File: config.mk
export PLATFORM = sky130hd
export DESIGN_NAME = dedup_packer
export DESIGN_NICKNAME = d
export VERILOG_FILES = /design/src/rtl/dedup_packer.sv
export SDC_FILE = /design/constraint.sdc
export NUM_CORES = 1
export LEC_CHECK = 0
export CORE_MARGIN = 2
export CORE_UTILIZATION = 54
export CTS_CLUSTER_DIAMETER = 100
export DETAILED_ROUTE_END_ITERATION = 16
export PLACE_DENSITY = 0.8
export RECOVER_POWER = 50
export SLEW_MARGIN = 30
export SYNTH_ARGS = -nofsm -noshare
export SYNTH_HDL_FRONTEND = slang
export SYNTH_SLANG_ARGS = --single-unit
File: constraint.sdc
create_clock -name clk -period 14.6 [get_ports clk]
set_input_delay 2.19 -clock clk [delete_from_list [all_inputs] [get_ports clk]]
set_output_delay 2.19 -clock clk [all_outputs]
set_load 0.01 [all_outputs]
File: src/rtl/dedup_packer.sv
// Packs the kept lanes of deduplicated beats into dense output beats,
// preserving frame boundaries and counting unique and duplicate lanes.
module dedup_packer #(
    parameter type         data_t       = logic [7:0],
    parameter int unsigned NUM_ELEMENTS = 4
) (
    input  logic                                         clk,
    input  logic                                         rst_n,
    input  logic [NUM_ELEMENTS-1:0]                      in_mask_duplicates,
    input  logic [NUM_ELEMENTS*$clog2(NUM_ELEMENTS)-1:0] in_mask_origins,
    input  logic                                         in_valid,
    output logic                                         in_ready,
    input  data_t [NUM_ELEMENTS-1:0]                     in_data,
    input  logic [NUM_ELEMENTS-1:0]                      in_keep,
    input  logic                                         in_last,
    output logic                                         out_valid,
    input  logic                                         out_ready,
    output data_t [NUM_ELEMENTS-1:0]                     out_data,
    output logic [NUM_ELEMENTS-1:0]                      out_keep,
    output logic                                         out_last,
    output logic [31:0]                                  unique_count,
    output logic [31:0]                                  dup_count
);

    localparam int unsigned N  = NUM_ELEMENTS;
    localparam int unsigned CW = $clog2(2 * N);

    typedef enum logic {ACCUM, FLUSH} state_e;

    state_e              state_q, state_d;
    data_t [N-1:0]       acc_q, acc_d;
    logic  [CW-1:0]      fill_q, fill_d;
    data_t [2*N-1:0]     merged;
    logic  [CW-1:0]      k, c, r, dup_k;
    logic                accept;
    logic                out_valid_d, out_last_d;
    logic  [N-1:0]       out_keep_d;
    data_t [N-1:0]       out_data_d;
    logic  [31:0]        uniq_d, dups_d;

    logic unused_origins;
    assign unused_origins = ^in_mask_origins;

    function automatic logic [31:0] sat_add(logic [31:0] a, logic [CW-1:0] b);
        logic [32:0] s;
        s = {1'b0, a} + 33'(b);
        return s[32] ? '1 : s[31:0];
    endfunction

    function automatic logic [N-1:0] lane_mask(logic [CW-1:0] n);
        logic [N-1:0] m;
        for (int unsigned i = 0; i < N; i++) m[i] = CW'(i) < n;
        return m;
    endfunction

    assign in_ready = rst_n && (state_q == ACCUM) && (!out_valid || out_ready);
    assign accept   = in_valid && in_ready;

    // Append the kept input lanes, in lane order, after the accumulated lanes.
    always_comb begin
        merged = '0;
        k      = '0;
        dup_k  = '0;
        for (int unsigned i = 0; i < N; i++) begin
            if (CW'(i) < fill_q) merged[i] = acc_q[i];
        end
        for (int unsigned i = 0; i < N; i++) begin
            if (in_keep[i]) begin
                merged[fill_q + k] = in_data[i];
                k = k + CW'(1);
            end
            if (in_mask_duplicates[i]) dup_k = dup_k + CW'(1);
        end
        c = fill_q + k;
        r = c - CW'(N);
    end

    always_comb begin
        state_d     = state_q;
        fill_d      = fill_q;
        acc_d       = acc_q;
        out_valid_d = out_valid && !out_ready;
        out_data_d  = out_data;
        out_keep_d  = out_keep;
        out_last_d  = out_last;
        uniq_d      = unique_count;
        dups_d      = dup_count;
        case (state_q)
            ACCUM: begin
                if (accept) begin
                    uniq_d = sat_add(unique_count, k);
                    dups_d = sat_add(dup_count, dup_k);
                    if (c >= CW'(N)) begin
                        out_valid_d = 1'b1;
                        out_data_d  = merged[N-1:0];
                        out_keep_d  = '1;
                        out_last_d  = in_last && (r == '0);
                        acc_d       = merged[2*N-1:N];
                        fill_d      = r;
                        if (in_last && (r != '0)) state_d = FLUSH;
                    end else if (in_last) begin
                        out_valid_d = 1'b1;
                        out_data_d  = merged[N-1:0];
                        out_keep_d  = lane_mask(c);
                        out_last_d  = 1'b1;
                        fill_d      = '0;
                    end else begin
                        acc_d  = merged[N-1:0];
                        fill_d = c;
                    end
                end
            end
            FLUSH: begin
                // Frame remainder goes out as its own last beat once the output slot frees.
                if (!out_valid || out_ready) begin
                    out_valid_d = 1'b1;
                    out_data_d  = acc_q;
                    out_keep_d  = lane_mask(fill_q);
                    out_last_d  = 1'b1;
                    fill_d      = '0;
                    state_d     = ACCUM;
                end
            end
            default: state_d = ACCUM;
        endcase
    end

    always_ff @(posedge clk) begin
        if (!rst_n) begin
            state_q      <= ACCUM;
            fill_q       <= '0;
            out_valid    <= 1'b0;
            out_last     <= 1'b0;
            out_keep     <= '0;
            unique_count <= '0;
            dup_count    <= '0;
        end else begin
            state_q      <= state_d;
            fill_q       <= fill_d;
            out_valid    <= out_valid_d;
            out_last     <= out_last_d;
            out_keep     <= out_keep_d;
            unique_count <= uniq_d;
            dup_count    <= dups_d;
        end
    end

    // Lane payloads are qualified by fill/keep, so they need no reset.
    always_ff @(posedge clk) begin
        acc_q    <= acc_d;
        out_data <= out_data_d;
    end

endmodule

; After elaboration in Yosys (flattened, before gate mapping)
; Index checks and enable logic that the tools add are counted.
[word_totals]
reg_bits = 138
inputBits = 53
out_inout_bits = 103
[classes]
addsub = 13
magnitude_cmp = 17
eq_ne = 4
n_mux = 62
n_bitwise = 1
reduce_logical = 19
[op_table]
columns = op, count
row1 = $bwmux W64, 4
row2 = $mux W32, 8
row3 = $mux W64, 4
row4 = $demux W8 S3, 4
row5 = $add A32 B3 Y33, 2
row6 = $mux W8, 8
row7 = $pmux W32 S2, 1
row8 = $mux W3, 10
row9 = $add A3 B1 Y3 const B, 6
row10 = $lt A3 B4 Y1 const B, 4
row11 = $mux W4, 4
row12 = $mux W1, 14
row13 = $add A3 B3 Y3, 4
row14 = $ge A3 B1 Y1 const B, 4
row15 = $lt A1 B3 Y1 const A, 4
row16 = $lt A2 B3 Y1 const A, 4
row17 = $logic_and A1 B1 Y1, 10
row18 = $pmux W4 S2, 1
row19 = $pmux W1 S2, 3
row20 = $pmux W3 S2, 1
row21 = $reduce_and A3 Y1, 2
row22 = $ne A2 B1 Y1 const B, 2
row23 = $reduce_and A2 Y1, 2
row24 = $ge A3 B3 Y1 const B, 1
row25 = 8 further kinds, 9

; Logic depth before layout (Yosys ltp)
; Gate-level depths: netlist (run 1).
[logic_depth]
depth_word = 16
depth_mapped = 16
ltp_nobuf = 12

; Least setup slack after synthesis (run 1)
; No wires, ideal clock.
[synth_timing]
path_kind = input to register
start = input in_keep[0]
end = register acc_q[0] in the netlist's numbering, enable pin
setup_ns = 0.435
arrival_time_ns = 6.795
t_required_ns = 14.165
slack_ns = 7.370
stages = 13
n_path_buf = 3
cell_sequence = clkbuf_1 clkbuf_1 clkbuf_1 inv_1 ha_1 xor2_1 ha_1 mux2_2 inv_1 fa_1 xnor2_1 xnor3_1 a21oi_1
[synth_via]
elab_chain_cells = 11
[synth_lines]
columns = element, line_no
row1 = "start, declared", 14  ; input logic [NUM_ELEMENTS-1:0] in_keep,
row2 = $mux W1 *, 68  ; if (in_keep[i]) begin
row3 = $add A3 B1 Y3, 70  ; k = k + CW'(1);
row4 = $mux W3 *, 68
row5 = $add A3 B1 Y3, 70
row6 = $mux W3 *, 68
row7 = $add A3 B1 Y3, 70
row8 = $mux W3 *, 68
row9 = $add A3 B3 Y3 *, 74  ; c = fill_q + k;
row10 = $ge A3 B3 Y1 *, 93  ; if (c >= CW'(N)) begin
row11 = $ne A2 B1 Y1 (no source line) *, -
row12 = $reduce_and A3 Y1 (no source line) *, -
row13 = "end signal, assigned", 150  ; acc_q <= acc_d;
row14 = "end, declared", 31  ; data_t [N-1:0] acc_q, acc_d;
; Every way passes the cells marked *; elsewhere a longest branch is shown, timed or not.
; A chain may end at the register's enable or synchronous reset.

; Worst setup path in the final report (run 1)
[layout_timing]
start = input in_keep[0]
end = register acc_q[10] in the netlist's numbering, data pin
[layout_via]
elab_chain_cells = 14
elab_cells_between_ends = 36
classes_between = add/sub (7) / order compare (7) / mux (19) / reduce/logical (3)
[layout_lines]
columns = element, line_no
row1 = $mux W1, 68
row2 = $add A3 B1 Y3 / $add A3 B3 Y3 (equally long branches), "70, 69"
row3 = "$mux W3, or another cell as far along", 68
row4 = "$add A3 B1 Y3, or another cell as far along", 70
row5 = "$mux W3, or another cell as far along", 68
row6 = "$add A3 B3 Y3, or another cell as far along", 69  ; merged[fill_q + k] = in_data[i];
row7 = "$lt A3 B4 Y1 (not written as such), or another cell as far along", 69
row8 = "$logic_and A1 B1 Y1 (not written as such), or another cell as far along", 69
row9 = $mux W8 (not written as such) / $bwmux W64 (equally long branches), 69
row10 = $demux W8 S3 / $mux W64 (equally long branches), "69, 68"
row11 = $bwmux W64, 69
row12 = $mux W64, 68
row13 = $mux W32, 101  ; end else if (in_last) begin
row14 = $mux W32 *, 93
; Every way passes the cells marked *; elsewhere a longest branch is shown, timed or not. The select of a mux whose other input is x is not followed.

==> flow_summary.toml, run 1 <==
[pwr]
power_uw = 1260
power_density_nw_per_um2 = 106
vdd_ir_drop_max_uv = 91.6
leakagePower_uw = 0.00433

[setup_path]
cp.arrival_ps = 7440
critPathLaunchType = "input port"
r2r_slack_ps = 10800
worstPathMaxFanout = 36
end_kind = "flip-flop"
critPathKind = "in2reg"
required_ps = 14790
reg2reg_depth = 7

[min_path]
hp-class = "reg2reg"
holdPathStages = 2

[sta]
min_period_ps = 7250
hold_viol_final = 0
fin_tns_setup_ps = 0
slew_headroom_pct = -1.99
fin_crit_sh_pct = 49.7
worst_clock_skew_ps = 10.7
setup_violations = 0
tightest_slew_ps = 1530
fmax_mhz = 138
rsz0062_at_grt = "false"
slew_viol_final = 37

[clocking]
cts_inserted_buffers = 17
cts-root-buf = "clkbuf_16"
ctsResizeCount = 0
cts_setup_buffers = 0
cts.clk_slew.worst_paths_ps = 70
cts_sinks = 138
clk_latency_ps = 430
tritoncts = "done"
cts_hold_buf = 0
clk_path_buf_depth = 2
htreeDepth = 4

[layout]
layout-drive-gt1-share_pct = 7.88
fin_util_pct = 66.5
antennaDiodeCount = 0
nets = 1306
fin_area_um2 = 11900
syn2layout_area_growth_pct = 21.5
final.fill_count = 1457

[floorplanning]
rows = 49
chipWidth_um = 139
fp.dieH_um = 139
ioPinCount = 156
start_util_pct = 54.7
coreArea_um2 = 17900
dieArea_um2 = 19200

[synth]
yosysUniqueCellTypes = 78
syn_avg_cell_area_um2 = 8.49
syn_inst = 1153
ys_seq_area_share_pct = 34.8
synth_ff_type = "dfxtp_1"
synth_commonest_cells = "nand2_1 (118), nor2_1 (89), a21oi_1 (75)"
netlist_area_um2 = 9790
synthesis.nets = 1229
async_reset_ff_share_pct = 0
yosysWarnings = 0
yosysMostFrequentCell = "nand2_1"
synth_area_leaders = "edfxtp_1 (20%), dfxtp_1 (15%), nand2_1 (4.5%)"
synth_top_cell_by_area = "edfxtp_1"
synth_seq_cells = 138
yosysTopAreaCellShare_pct = 19.6
synth_edf_count = 64

[route]
drc = 0
first_pass_iters = 8
drtIter0Drc = 1055
wl_mm = 30.9
antenna_left = 0
via_per_inst = 6.76
wire_per_inst_um = 21.0
via_count = 9947

[global_route]
grt_first_pass_wirelength_mm = 48.6
grt_start_max_net_pins = 82
grt_pass1_vias = 9236
track_usage_pct = 31.1
antenna_found_initial = 0
gr-total-overflow = 0

[status]
status = "finished, violations left"
violations = "max-capacitance violations, max-slew violations"

[flow_run]
maxCapViolCount = 1

[place]
dp_hpwl_mm = 20.8
placed_area_um2 = 11300
gp_congestion = 0.967
io_buffers = 147
[report_power, final]
part | internal (uW) | total [uW] | switching [uW] | leakage (uW)
Sequential | 446 | 457 | 10.5 | 0.00120
Combinational | 150 | 360 | 210 | 0.00284
Clock | 255 | 438 | 183 | 0.000293
[area by class of cell]
class | instances | area (um2) | area share, %
Tap cell | 229 | 287 | 2.41
Timing Repair Buffer | 158 | 1590 | 13.4
Multi-Input combinational cell | 878 | 5890 | 49.5
Clock inverter | 14 | 156 | 1.31
Sequential cell | 138 | 3400 | 28.6
Clock buffer | 18 | 429 | 3.61
Inverter | 37 | 139 | 1.17
[path summary, 6_finish.rpt]
path	from	endpoint
setup reg to reg	state_q	dup_count[5]
hold / removal	out_keep[0]	out_keep[0]
hold reg to reg	out_keep[0]	out_keep[0]
setup / recovery	in_keep[0]	acc_q[10]
[per-stage QoR]
step / hold WS (ps) / std cells / setup WS, ps
final: 478 / 1472 / 7350
after global routing: 505 / 1472 / 7180
after CTS: 482 / 1471 / 8320
after detailed placement: 474 / 1439 / 8040
after global placement: 464 / 1438 / 8080
after floorplan: 495 / 1153 / 7370
[cell families after synthesis]
family	share of synthesized area [%]
AOI/OAI and AO/OA	25.3
xor gates and xnor gates	5.83
adders and majority gates	3.32
buffers and inverters	5.46
DFF	34.8
muxes	2.58
and+or+nand+nor	22.8
[critical path, cell delays in order]
cell and delay [ps]:
dlygate4sd3_1 520, clkbuf_1 1110, inv_1 120, ha_1 400, xor2_1 300, ha_1 280, mux2_1 320, inv_1 140
fa_1 280, xnor2_1 180, xor3_1 460, a21oi_1 730, nand3_1 210, o221a_2 190
[registers in the layout (all words and copies together) (netlist names)]
name,flops
acc_q,32
dup_count,32
fill_q,3
out_data,32
out_keep,4
out_last,1
out_valid,1
state_q,1
unique_count,32
[placed cells by master, fill, tap and decap left out, types with 39 or more instances in the layout]
master and count:
a21oi_1 73, dfxtp_1 73, edfxtp_1 64, clkdlybuf4s50_1 42, nand3_1 40, xnor2_1 39, nor2_1 88, nand2_1 119
dlygate4sd3_1 105, nor3_1 40, a211oi_1 39
[metal layers]
layer / global-route usage, % / share of wire, % / up-vias
met5: 0 / 0 / -
met4: 15.0 / 4.0 / 0
met1: 40.0 / 39 / 4609
met3: 9.67 / 12 / 114
met2: 48.0 / 45 / 669
li1: - / - / 4555
Note: power is estimated with default switching activity, not from simulation.
==> inputs of run 2 (changes only) <==
--- a/config.mk
+++ b/config.mk
@@ -6,10 +6,10 @@
 export NUM_CORES = 1
 export LEC_CHECK = 0
 export CORE_MARGIN = 2
-export CORE_UTILIZATION = 54
+export CORE_UTILIZATION = 50
 export CTS_CLUSTER_DIAMETER = 100
 export DETAILED_ROUTE_END_ITERATION = 16
-export PLACE_DENSITY = 0.8
+export PLACE_DENSITY = 0.78
 export RECOVER_POWER = 50
 export SLEW_MARGIN = 30
 export SYNTH_ARGS = -nofsm -noshare
==> constraint.sdc (replaced) <==
create_clock -name clk -period 6 [get_ports clk]
set_input_delay 0.9 -clock clk [delete_from_list [all_inputs] [get_ports clk]]
set_output_delay 0.9 -clock clk [all_outputs]
set_load 0.01 [all_outputs]
==> flow_summary.toml, run 2 (synthesized netlist as in run 1, its figures left out) <==
[setup_path]
worstPathMaxFanout = 22
critPathKind = "in2reg"
r2r_slack_ps = 1980
reg2reg_depth = 9
cp.arrival_ps = 5430
worstReg2RegEnd = "out_data[2]"
crit_start = "in_keep[1]"
end_kind = "flip-flop"
r2r_start = "fill_q[0]"
crit_end = "out_data[2]"
required_ps = 6100
critPathLaunchType = "input port"

[route]
wire_per_inst_um = 20.6
drc = 0
drtIter0Drc = 1111
antenna_left = 0
first_pass_iters = 7
wl_mm = 31.1
via_count = 9953
via_per_inst = 6.58

[floorplanning]
ioPinCount = 156
start_util_pct = 50.6
coreArea_um2 = 19300
rows = 51
chipWidth_um = 144
fp.dieH_um = 144
dieArea_um2 = 20700

[clocking]
cts_inserted_buffers = 17
cts-root-buf = "clkbuf_16"
cts_hold_buf = 0
clk_latency_ps = 440
ctsResizeCount = 0
clk_path_buf_depth = 2
htreeDepth = 4
cts_setup_buffers = 0
cts.clk_slew.worst_paths_ps = 70
tritoncts = "done"
cts_sinks = 138

[layout]
layout_common_cells = "nand2_1 (118), dlygate4sd3_1 (106), nor2_1 (89)"
fin_area_um2 = 11900
nets = 1310
layout-drive-gt1-share_pct = 7.94
final_common_cell = "nand2_1"
antennaDiodeCount = 0
syn2layout_area_growth_pct = 21.3

[place]
io_buffers = 147
gp_congestion = 0.967
dp_hpwl_mm = 21.0
placed_area_um2 = 11400

[sta]
fmax_mhz = 188
fin_tns_setup_ps = 0
rsz0062_at_grt = "false"
setup_violations = 0
tightest_slew_ps = 1510
fin_crit_sh_pct = 88.7
worst_clock_skew_ps = 10.8
slew_headroom_pct = -1.62
hold_viol_final = 0
slew_viol_final = 11
min_period_ps = 5320

[global_route]
grt.met3_usage_pct = 8.93
track_usage_pct = 29.9
busiest_layer = "met2"
antenna_found_initial = 0
grt_util_met1_pct = 38.2
grt_pass1_vias = 9075
grt_use_met2_pct = 46.3
grt_start_max_net_pins = 77
gr-total-overflow = 0
grt_first_pass_wirelength_mm = 48.3

[pwr]
power_density_nw_per_um2 = 253
leakagePower_uw = 0.00432
vdd_ir_drop_max_uv = 227

[min_path]
holdPathStages = 2
hp-class = "reg2reg"

[flow_run]
maxCapViolCount = 1

[status]
violations = "max-capacitance violations, max-slew violations"
status = "finished, violations left"
-- run 2: metrics by stage --
stage	hold WS, ps	setup slack [ps]	util, %	total power (uW)	instances
2_1_floorplan	495	59.9	-	1720	1153
3_5_place_dp	480	812	58.7	2000	1480
4_1_cts	489	1240	61.6	3000	1512
5_1_grt	525	478	61.4	3110	1512
6_report	479	676	61.4	3000	1512
3_3_place_gp	462	957	58.7	1970	1480
-- run 2: worst min path at each step --
stage	from	to	slack (ps)
detailed placement	out_keep[0]	out_keep[0]	480
floorplan	out_keep[0]	out_keep[0]	500
global route	out_keep[0]	out_keep[0]	530
finish	out_keep[0]	out_keep[0]	480
global placement	out_keep[1]	out_keep[1]	460
CTS	out_keep[0]	out_keep[0]	490
-- run 2: layout make-up --
cell class / count / area, um2
clock inverters: 15 / 128
inverters: 37 / 139
clock buffers: 17 / 425
well taps: 265 / 332
fillers: 1633 / 7460
multi-input cells: 878 / 5870
repair buffers: 162 / 1580
flip-flops and latches: 138 / 3400
-- run 2: critical path: stages --
cell and delay [ps]:
dlygate4sd3_1 730, inv_1 100, ha_1 340, xor2_1 310, ha_1 290, mux2_1 310
inv_1 120, fa_1 280, a21bo_2 260, nand4_1 80, mux2i_1 120, nor2_1 1100
buf_4 480
-- run 2: per-layer routing --
layer  vias up  wire length (um)
met4         0              1500
li1       4576                 -
met5         -                 0
met2       612             13700
met1      4649             12100
met3       116              3860
-- run 2: report_power, final --
group	total [uW]	internal (uW)	switching (uW)
combinational	870	363	507
sequential	1110	1090	28.2
clock	1020	542	473
